==> config.mk <==
export PLATFORM = sky130hd
export DESIGN_NAME = dram_cmd_scheduler
export DESIGN_NICKNAME = d
export VERILOG_FILES = /design/src/rtl/dram_cmd_scheduler.sv
export SDC_FILE = /design/constraint.sdc
export NUM_CORES = 1
export LEC_CHECK = 0
export BUFFER_PORTS_ARGS = -buffer_cell sky130_fd_sc_hd__buf_2
export CORE_MARGIN = 5
export CORE_UTILIZATION = 29
export CTS_CLUSTER_SIZE = 40
export DETAILED_ROUTE_END_ITERATION = 8
export RECOVER_POWER = 25
export SLEW_MARGIN = 30
export SYNTH_ARGS = -nofsm -noshare
export SYNTH_HDL_FRONTEND = slang
export SYNTH_SLANG_ARGS = --single-unit
==> constraint.sdc <==
create_clock -name clk -period 1.8 [get_ports clk]
set_input_delay 0.09 -clock clk [delete_from_list [all_inputs] [get_ports clk]]
set_output_delay 0.09 -clock clk [all_outputs]
set_load 0.02 [all_outputs]
==> src/rtl/dram_cmd_scheduler.sv <==
// Single-bank DRAM command scheduler: turns row/column requests into ACT/READ/WRITE/PRE
// at the earliest cycle meeting tRCD/tRAS/tRP. Define DRAM_SCHED_CLOSE_PAGE_EN for closed-page policy.
module dram_cmd_scheduler #(
  parameter int ROW_W = 14,
  parameter int COL_W = 10,
  parameter int TRCD  = 3,
  parameter int TRAS  = 7,
  parameter int TRP   = 3
) (
  input  logic             clk,
  input  logic             rst,
  input  logic             req_valid,
  input  logic             req_write,
  input  logic [ROW_W-1:0] req_row,
  input  logic [COL_W-1:0] req_col,
  output logic             req_ready,
  output logic             cmd_valid,
  output logic [1:0]       cmd,
  output logic [ROW_W-1:0] cmd_row,
  output logic [COL_W-1:0] cmd_col,
  output logic             row_open,
  output logic             busy
);

  // state       | meaning
  // CLOSED      | no row open
  // ACTIVATING  | ACT issued, waiting for tRCD
  // OPEN        | row open, accesses allowed
  // PRECHARGING | PRE issued, waiting for tRP
  typedef enum logic [1:0] {CLOSED, ACTIVATING, OPEN, PRECHARGING} state_t;

  localparam logic [1:0] CMD_ACT = 2'b00;
  localparam logic [1:0] CMD_RD  = 2'b01;
  localparam logic [1:0] CMD_WR  = 2'b10;
  localparam logic [1:0] CMD_PRE = 2'b11;

  localparam int AW = $clog2(TRAS + 1);
  localparam int PW = $clog2(TRP + 1);
  localparam logic [AW-1:0] TRAS_C = AW'(TRAS);
  localparam logic [AW-1:0] TRCD_C = AW'(TRCD);
  localparam logic [PW-1:0] TRP_C  = PW'(TRP);

`ifdef DRAM_SCHED_CLOSE_PAGE_EN
  localparam logic CLOSE_PAGE = 1'b1;
`else
  localparam logic CLOSE_PAGE = 1'b0;
`endif

  state_t           st, st_eff;
  logic [ROW_W-1:0] open_row;
  logic [AW-1:0]    t_act;
  logic [PW-1:0]    t_pre;
  logic             close_pend;
  logic             row_hit;

  // Timers hold the gap a command issued next cycle would have, so a wait state
  // whose timer is already satisfied acts as the following state this cycle.
  always_comb begin
    st_eff = st;
    if (st == ACTIVATING && t_act >= TRCD_C)
      st_eff = OPEN;
    else if (st == PRECHARGING && t_pre >= TRP_C)
      st_eff = CLOSED;
  end

  assign row_hit   = req_valid && (req_row == open_row);
  assign req_ready = !rst && (st_eff == OPEN) && row_hit;

  always_ff @(posedge clk) begin
    if (rst) begin
      st         <= CLOSED;
      open_row   <= '0;
      t_act      <= TRAS_C;
      t_pre      <= TRP_C;
      close_pend <= 1'b0;
      cmd_valid  <= 1'b0;
      cmd        <= CMD_PRE;
      cmd_row    <= '0;
      cmd_col    <= '0;
      row_open   <= 1'b0;
      busy       <= 1'b0;
    end else begin
      cmd_valid <= 1'b0;
      cmd       <= CMD_PRE;
      cmd_row   <= open_row;
      cmd_col   <= '0;
      if (t_act < TRAS_C) t_act <= t_act + 1'b1;
      if (t_pre < TRP_C)  t_pre <= t_pre + 1'b1;

      case (st_eff)
        CLOSED: begin
          if (req_valid && t_pre >= TRP_C) begin
            cmd_valid <= 1'b1;
            cmd       <= CMD_ACT;
            cmd_row   <= req_row;
            open_row  <= req_row;
            t_act     <= AW'(1);
            st        <= ACTIVATING;
            row_open  <= 1'b1;
            busy      <= 1'b1;
          end else begin
            st       <= CLOSED;
            row_open <= 1'b0;
            busy     <= 1'b0;
          end
        end
        ACTIVATING: begin
          st   <= ACTIVATING;
          busy <= 1'b1;
        end
        OPEN: begin
          if (row_hit) begin
            cmd_valid  <= 1'b1;
            cmd        <= req_write ? CMD_WR : CMD_RD;
            cmd_col    <= req_col;
            close_pend <= CLOSE_PAGE;
            st         <= OPEN;
            busy       <= 1'b0;
          end else if ((req_valid || close_pend) && t_act >= TRAS_C) begin
            // row_open stays high through the PRE cycle and drops after it
            cmd_valid  <= 1'b1;
            cmd        <= CMD_PRE;
            t_pre      <= PW'(1);
            close_pend <= 1'b0;
            st         <= PRECHARGING;
            busy       <= 1'b1;
          end else begin
            st   <= OPEN;
            busy <= req_valid;
          end
        end
        PRECHARGING: begin
          st       <= PRECHARGING;
          row_open <= 1'b0;
          busy     <= 1'b1;
        end
        default: st <= CLOSED;
      endcase
    end
  end

endmodule

Word level (Yosys, flattened, before mapping)

Cells that the tools add are included.
W data, S select, Z words.

Register bits: 37
Input bits: 28
Output and inout port bits: 30
Logic and storage cells: 68

Add/sub/neg operators: 2
Magnitude comparators: 5
Equality and inequality tests: 6
Muxes and demuxes: 27
Bitwise logic cells: 2
Reduce and logical (&&, ||, !) cells: 16

Operator list:

| kind                  | number |
|---|---|
| $mux W2               | 9 |
| $eq A14 B14 Y1        | 1 |
| $mux W1               | 10 |
| $mux W3               | 3 |
| $pmux W2 S4           | 1 |
| $logic_and A1 B1 Y1   | 7 |
| $eq A2 B2 Y1 const B  | 3 |
| $eq A2 B1 Y1 const B  | 2 |
| $pmux W1 S2           | 2 |
| $pmux W2 S2           | 1 |
| $reduce_and A2 Y1     | 2 |
| $reduce_bool A2 Y1    | 2 |
| $add A3 B1 Y3 const B | 1 |
| $ge A3 B2 Y1 const B  | 1 |
| $ge A3 B3 Y1 const B  | 1 |
| $lt A3 B3 Y1 const B  | 1 |
| $pmux W1 S3           | 1 |
| $reduce_or A3 Y1      | 1 |
| $add A2 B1 Y2 const B | 1 |
| $ge A2 B2 Y1 const B  | 1 |
| $logic_not A2 Y1      | 1 |
| $lt A2 B2 Y1 const B  | 1 |
| $not A1 Y1            | 2 |
| $reduce_or A2 Y1      | 1 |
| other kinds (2)       | 2 |

Logic depth before layout (Yosys ltp)

Gate-level depths: netlist of the first run.

Depth in word-level cells: 7
Depth in mapped cells: 7
Depth with buffers taken out: 6

Worst setup path after synthesis of the first run

No wires, ideal clock.

Kind: reg-to-reg
From: register t_act[0]
To: register cmd_col[0]
Setup time: 0.116 ns
Data arrival time: 1.590 ns
Required time: 1.684 ns
Path slack: 0.094 ns
Stages on the path, launching flop included: 8
Path buffers: 1
Cells stage by stage: dfxtp_1 -> ha_1 -> ha_1 -> a211o_1 -> a21oi_1 -> nor2_1 -> clkbuf_1 -> and3_1

Longest elaborated chain between the ends: 6

RTL lines:

| element                           | line | source |
|---|---|---|
| from (decl)                       | 51   | `logic [AW-1:0] t_act;` |
| from (signal assigned)            | 87   | `if (t_act < TRAS_C) t_act <= t_act + 1'b1;` |
| $ge A3 B2 Y1                      | 60   | `if (st == ACTIVATING && t_act >= TRCD_C)` |
| $logic_and A1 B1 Y1               | 60   |  |
| $mux W2                           | 60   |  |
| $eq A2 B2 Y1                      | 90   | `case (st_eff)` |
| $not A1 Y1 (no source line)       | --   |  |
| $reduce_or A3 Y1 (no source line) | --   |  |
| to (signal assigned)              | 115  | `cmd_col <= req_col;` |
| to (decl)                         | 20   | `output logic [COL_W-1:0] cmd_col,` |

Every way passes these cells.
A chain may end at the register's enable or synchronous reset.

Worst setup path in the final report of the first run

From: register t_act[1]
To: output req_ready

Longest elaborated chain between the ends: 6

RTL lines:

| element                          | line | source |
|---|---|---|
| $ge A3 B2 Y1                     | 60   |  |
| $logic_and A1 B1 Y1              | 60   |  |
| $mux W2                          | 60   |  |
| $eq A2 B2 Y1                     | 67   | `assign req_ready = !rst && (st_eff == OPEN) && row_hit;` |
| $logic_and A1 B1 Y1 (2 in a row) | 67   |  |
| to (decl)                        | 16   | `output logic req_ready,` |

Every way passes these cells.

==> metrics.md, run 1 <==
| Metric | Value |
|---|---|
| Final setup vio count | `0` |
| Synth unique cells | `34` |
| Filler Cell Count | `547` |
| Latest clock arrival within the worst-skew pair | `0.28 ns` |
| Initial DRT Pass Iterations | `4` |
| DR iter-0 viols | `30` |
| Worst setup EP type | `primary output` |
| #FFs+latches synth | `36` |
| Final core occ | `40.7%` |
| MaxCap Viol Count | `0` |
| CTS tree | `yes` |
| Syn Std Cell Area | `1510 um2` |
| TNS Setup | `0 ns` |
| Dpl cells | `297` |
| Clock buffer depth | `2` |
| DRC viols | `0` |
| Ys flop type | `dfxtp_1` |
| Data required, critical path | `1.71 ns` |
| Clock Root Buffer | `clkbuf_8` |
| Initial Util | `29.7%` |
| Via count | `1380` |
| Synth top area cells | `dfxtp_1 48%, nand2_1 8.5%, xor2_1 8.1%` |
| Die H | `82.1 um` |
| Ratio of cells with drive above 1 in the final layout | `33.6%` |
| Vias in the first global route | `1316` |
| GR Overflow Total | `0` |
| Critical path launch point type | `flop` |
| Clk_skew | `0.00578 ns` |
| Port bufs | `57` |
| Worst min-delay path class | `in -> reg` |
| Syn Area/Cell | `9.02 um2` |
| Max frequency | `561 MHz` |
| CP arrival | `1.69 ns` |
| Status | `finished, final reports clean` |
| Reg2Reg Depth | `8` |
| Ys Warns | `0` |
| Area Overhead vs Synth | `37.0%` |
| ANT nets after route | `0` |
| Die ar. | `6740 um2` |
| Gr busiest metal | `met2` |
| WL/cell | `12.1 um` |
| CTS Sinks | `36` |
| Rows | `26` |
| Hold WS | `0.0303 ns` |
| GRT met2 Usage | `19.6%` |
| Core area | `5070 um2` |
| Hold Buf Count CTS | `0` |
| Reg clk slew, reported paths | `0.07 ns` |
| RSZ-0062 raised after global routing | `yes` |
| Vias per cell | `4.48` |
| Share of synthesized registers carrying an async set or reset | `0%` |
| Post-synth top area cell | `dfxtp_1` |
| Routed wire length | `3.72 mm` |
| Max-slew violations | `0` |
| Gp weighted congestion | `0.770` |
| Final nets | `269` |
| ANT cells | `0` |
| Post-DP HPWL | `2.72 mm` |
| Crit path time final | `1.78 ns` |
| Worst Tran Pin Value | `0.274 ns` |
| Post-synth top area share | `47.8%` |
| Total track usage | `11.4%` |
| Final hold viol count | `0` |
| Setup CP Type | `reg -> out` |
| Cts bufs inserted | `5` |
| Global-route wire length before repair | `5.87 mm` |
| Fin crit share | `99.1%` |
| Met1 GRT Util | `12.8%` |
| Largest net degree at the start of global routing | `24` |
| Met3 usage | `4.06%` |
| VDD IR max | `0.444 mV` |
| Ports | `58` |
| H-tree depth | `2` |
| Non-filler cells in the finished layout | `308` |
| Syn_nets | `198` |
| Register area share after synthesis | `47.8%` |
| Max_slew headroom | `81.6%` |
| Post-Syn Instances | `167` |
| Pwr per Cell Area | `1340 nW/um2` |
| Pleak | `0.959 nW` |
| Largest fanout on the critical path | `2` |
| Hold depth | `2` |
| Number of flops mapped to enable cells by yosys | `0` |
| Commonest cells after routing, fill and taps aside | `40 x buf_2, 34 x nand2_1, 31 x dfxtp_1` |
| Die width | `82.1 um` |
| Most common cell after layout, fill and taps aside | `buf_2` |
| Initial antenna violation count | `0` |
-- sequential cells by signal, indices dropped and copies added (netlist names) --
name and flops:
open_row 14, cmd_col 10, t_act 3, cmd 2
st 2, t_pre 2, busy 1, cmd_valid 1
row_open 1
-- metrics by stage --
step                power [mW]  worst slack, ns  area (um2)
global placement          2.15            0.124        1910
floorplan                 1.82           0.0944        1510
finish                    2.78           0.0160        2060
detailed placement        2.15           0.0912        1910
global route              2.98          -0.0476        2060
CTS                       2.73           0.0121        2020
-- path summary, 6_finish.rpt --
kind                                                 from                   endpoint  slack, ns
worst min register to register  open_row[12]$_SDFFE_PP0P_  open_row[12]$_SDFFE_PP0P_       0.47
worst max-delay path                  t_act[1]$_SDFF_PP1_                  req_ready       0.02
worst min-delay path                           req_col[5]      cmd_col[5]$_SDFF_PP0_       0.03
worst max register to register        t_act[1]$_SDFF_PP1_      cmd_col[2]$_SDFF_PP0_       0.09
-- kinds of logic after synthesis --
logic type      count (synthesis)  share of synthesized area, %
compound gates                 36                          15.0
xor+xnor                       14                          8.14
fa+ha+maj                       3                          2.49
buf+inv                        10                          3.65
flops                          36                          47.8
simple gates                   68                          22.8
-- power breakdown --
part           total [mW]  leakage (nW)  internal [mW]  switching, mW
Clock               0.531        0.0410          0.263          0.268
Sequential           1.08         0.295          0.958          0.126
Combinational        1.16         0.622          0.507          0.653
-- final cells by class --
class | instances | area [um2] | share of cell area (%)
flip-flops and latches | 36 | 727 | 35.2
multi-input cells | 121 | 785 | 38.0
clock inverters | 1 | 5.00 | 0.242
clock buffers | 6 | 72.6 | 3.52
well taps | 70 | 87.6 | 4.24
repair buffers | 71 | 377 | 18.2
inverters | 3 | 11.3 | 0.545
-- metal layers --
| layer | routed length (um) | part of all wire, % | up-vias |
|---|---|---|---|
| met5 | 0 | 0 | - |
| met4 | 24 | 0.65 | 0 |
| met3 | 344 | 9.2 | 2 |
| met2 | 1660 | 45 | 41 |
| met1 | 1690 | 45 | 623 |
| li1 | - | - | 714 |
-- Yosys cell counts (all sizes together) (2+ instances only) --
cell and n:
a21oi 19, nand3 3, dfxtp 36, a211o 2, nor3 2, a21o 3, ha 3, a31oi 5
inv 3, buf 4, nand2 34, xor2 14, o211ai 2, clkbuf 3, and3 10, nor4 3
nand2b 3, nor2 5
-- repair_timing --
action / 4_1_cts / 5_1_grt
pin swaps: 3 / 12
buffers inserted: 2 / 2
resized for setup: 5 / 12
setup endpoints to repair: 1 / 1
-- worst max-delay path: stages, from the launching register on --
cell and delay, ns:
dfxtp_2 0.34, ha_4 0.17, ha_4 0.15, a211o_1 0.29, a21oi_2 0.17, or2_4 0.14
nor2_2 0.03, buf_6 0.13
No activity file was read; power rests on OpenSTA's default activity.
==> run 2, diff against run 1 <==
--- a/config.mk
+++ b/config.mk
@@ -6,7 +6,7 @@
 export NUM_CORES = 1
 export LEC_CHECK = 0
 export BUFFER_PORTS_ARGS = -buffer_cell sky130_fd_sc_hd__buf_2
-export CORE_MARGIN = 5
+export CORE_MARGIN = 2
 export CORE_UTILIZATION = 29
 export CTS_CLUSTER_SIZE = 40
 export DETAILED_ROUTE_END_ITERATION = 8
==> constraint.sdc (replaced) <==
create_clock -name clk -period 2 [get_ports clk]
set_input_delay 0.1 -clock clk [delete_from_list [all_inputs] [get_ports clk]]
set_output_delay 0.1 -clock clk [all_outputs]
set_load 0.02 [all_outputs]
==> run 2 against run 1 <==
Compared with the run above:
- sequential share of layout area grew 1.9 points
- die area shrank 14%
- count of clock-buffer cells in the layout grew 1
- utilization shrank 2.2 points
- clock power is essentially flat
- global-route usage grew 0.55 points
- first-iteration DRC count grew 47%
- register-to-register slack gained 0.23 ns
- hold slack lost 0.0037 ns
- clock skew grew 0.0012 ns
==> metrics.md, run 2 (same netlist as run 1, synthesis figures left out) <==
| Metric | Value |
|---|---|
| Largest fanout on the critical path | `6 (+4)` |
| Pleak | `0.904 nW (-5.7%)` |
| Reg with most FFs | `open_row` |
| DR iter-0 viols | `44 (+47%)` |
| Ports | `58 (unchanged)` |
| H-tree depth | `2 (unchanged)` |
| Clock Root Buffer | `clkbuf_8` |
| ANT cells | `0 (unchanged)` |
| Final setup vio count | `0 (unchanged)` |
| MaxCap Viol Count | `0 (unchanged)` |
| Launching point of the worst reg2reg path | `t_act[0]$_SDFF_PP1_` |
| Vias per cell | `4.52 (+0.96%)` |
| Ratio of cells with drive above 1 in the final layout | `28.1% (-5.5 points)` |
| Die width | `76.1 um (-7.3%)` |
| Sw frac | `37.7% (about the same)` |
| Hold WS | `0.0265 ns (-0.00374 ns)` |
| Routed wire length | `3.47 mm (-6.7%)` |
| Rows | `26 (unchanged)` |
| Pwr Total | `2.41 mW (-13%)` |
| R2r endpoint | `cmd_col[7]$_SDFF_PP0_` |
| Min-delay src | `req_write` |
| WL/cell | `11.6 um (-3.6%)` |
| Filler Cell Count | `550 (+0.55%)` |
| Reg2Reg Depth | `7 (-1)` |
| Area Overhead vs Synth | `29.7%` |
| Port bufs | `57 (unchanged)` |
| Crit path time final | `1.90 ns` |
| Gp weighted congestion | `0.781 (+1.3%)` |
| Fin crit share | `94.9%` |
| GRT met2 Usage | `19.2% (-0.43 points)` |
| Max FFs per register | `14 (unchanged)` |
| Max_slew headroom | `68.0% (-14 points)` |
| CTS Sinks | `36 (unchanged)` |
| Max-slew violations | `0 (unchanged)` |
| Final hold viol count | `0 (unchanged)` |
| Die ar. | `5790 um2 (-14%)` |
| Initial DRT Pass Iterations | `4 (unchanged)` |
| Latest clock arrival within the worst-skew pair | `0.28 ns (about the same)` |
| Vias in the first global route | `1165 (-11%)` |
| Worst min-delay path class | `in -> reg` |
| Data required, critical path | `1.90 ns (+0.19 ns)` |
| Met1 GRT Util | `15.1% (+2.3 points)` |
| Clock buffer depth | `2 (unchanged)` |
| Worst setup EP type | `primary output` |
| Reg power frac | `41.1% (+2.0 points)` |
| Critical path launch point type | `flop` |
| Post-DP HPWL | `2.47 mm (-9.1%)` |
| VDD IR max | `0.476 mV (+7.2%)` |
| Cts bufs inserted | `5 (unchanged)` |
| Net switching power | `911 uW (-13%)` |
| Status | `finished, final reports clean` |
| Largest net degree at the start of global routing | `25 (+4.2%)` |
| Most common cell after layout, fill and taps aside | `buf_2` |
| Final nets | `258 (-4.1%)` |
| Initial antenna violation count | `0 (unchanged)` |
| Gr busiest metal | `met2` |
| Clk_skew | `0.00699 ns (+0.00121 ns)` |
| Global-route wire length before repair | `5.58 mm (-4.8%)` |
| Logic pwr share | `37.0% (-4.8 points)` |
| Hold depth | `2 (unchanged)` |
| GR Overflow Total | `0 (unchanged)` |
| ANT nets after route | `0 (unchanged)` |
| Clock power share | `21.9% (+2.8 points)` |
| CP arrival | `1.80 ns (+0.11 ns)` |
| Regs by FF count | `open_row: 14 flops, cmd_col: 10 flops, t_act: 3 flops` |
| P_int | `1.50 mW (-13%)` |
| Met3 usage | `4.15% (+0.090 points)` |
| CTS tree | `yes` |
| Pwr per Cell Area | `1230 nW/um2 (-8.1%)` |
| Reg clk slew, reported paths | `0.07 ns (about the same)` |
| Initial Util | `29.7% (unchanged)` |
| Total track usage | `12.0% (+0.55 points)` |
| Reg2reg setup slack | `0.32 ns (+0.23 ns)` |
| Hold Crit Endpoint | `cmd[0]$_SDFF_PP1_` |
| Max frequency | `527 MHz` |
| Setup CP Type | `reg -> out` |
| DRC viols | `0 (unchanged)` |
| Via count | `1348 (-2.3%)` |
| Die H | `76.1 um (-7.3%)` |
| Worst Tran Pin Value | `0.480 ns (+0.206 ns)` |
| Core area | `5070 um2 (unchanged)` |
| Commonest cells after routing, fill and taps aside | `40 x buf_2, 34 x nand2_1, 33 x dfxtp_1` |
-- run 2: cell types whose count changed in the layout (fill, tap and decap cells not counted), sizes merged --
cell      before  now
buf           55   44
clkinv         1    0
clkinvlp       0    1
clkbuf        22   23
-- run 2: stage by stage --
stage	TNS (ns)	std cells	util [%]	area, um2	setup WS, ns
2_1_floorplan	0	167	-	1510	0.294
3_3_place_gp	0	289	36.5	1850	0.272
3_5_place_dp	0	289	36.5	1850	0.236
4_1_cts	0	297	38.5	1960	0.0110
5_1_grt	-0.00998	298	38.5	1950	-0.00998
6_report	0	298	38.5	1950	0.101
-- run 2: area by class of cell --
class | instances | area (um2) | area share, %
Clock inverter | 1 | 7.51 | 0.384
Clock buffer | 7 | 86.3 | 4.42
Sequential cell | 36 | 724 | 37.1
Multi-Input combinational cell | 121 | 747 | 38.2
Inverter | 3 | 11.3 | 0.576
Timing Repair Buffer | 60 | 290 | 14.9
Tap cell | 70 | 87.6 | 4.48
-- run 2: what timing repair did --
| item | in CTS | in global routing |
|---|---|---|
| setup buffers | 0 | 1 |
| gates cloned | 0 | 0 |
| pin swaps | 1 | 3 |
| endpoints found under the setup margin | 1 | 1 |
| hold buffers | 0 | 0 |
| resized for setup | 3 | 4 |
-- run 2: worst max-delay path by stage --
stage / cells after the start / from / end
after floorplan: 7 / t_act[0]$_SDFF_PP1_ / cmd_col[0]$_SDFF_PP0_
after global routing: 7 / t_act[0]$_SDFF_PP1_ / req_ready
final: 7 / t_act[0]$_SDFF_PP1_ / req_ready
after detailed placement: 7 / t_act[0]$_SDFF_PP1_ / cmd_col[7]$_SDFF_PP0_
after global placement: 7 / t_act[0]$_SDFF_PP1_ / cmd_col[4]$_SDFF_PP0_
after CTS: 5 / open_row[12]$_SDFFE_PP0P_ / req_ready
-- run 2: routing by layer --
layer	share of wire [%]	wire length, um
met5	0	0
met4	1.1	38
met3	6.7	231
met2	44	1540
met1	48	1660
-- run 2: worst max-delay path, cell delays in order (launching register included) --
cell and delay, ns:
dfxtp_2 0.35, ha_1 0.22, ha_1 0.20, a211o_1 0.26, a21oi_2 0.15, or2_2 0.14
nor2_1 0.04, buf_4 0.15
-- run 2: power by group through the flow --
stage,combinational (mW),sequential (mW),clock (mW)
2_1_floorplan,0.547,1.09,0
3_3_place_gp,0.881,0.997,0
3_5_place_dp,0.883,0.999,0
4_1_cts,0.899,0.984,0.550
5_1_grt,1.00,1.02,0.591
6_report,0.893,0.992,0.529
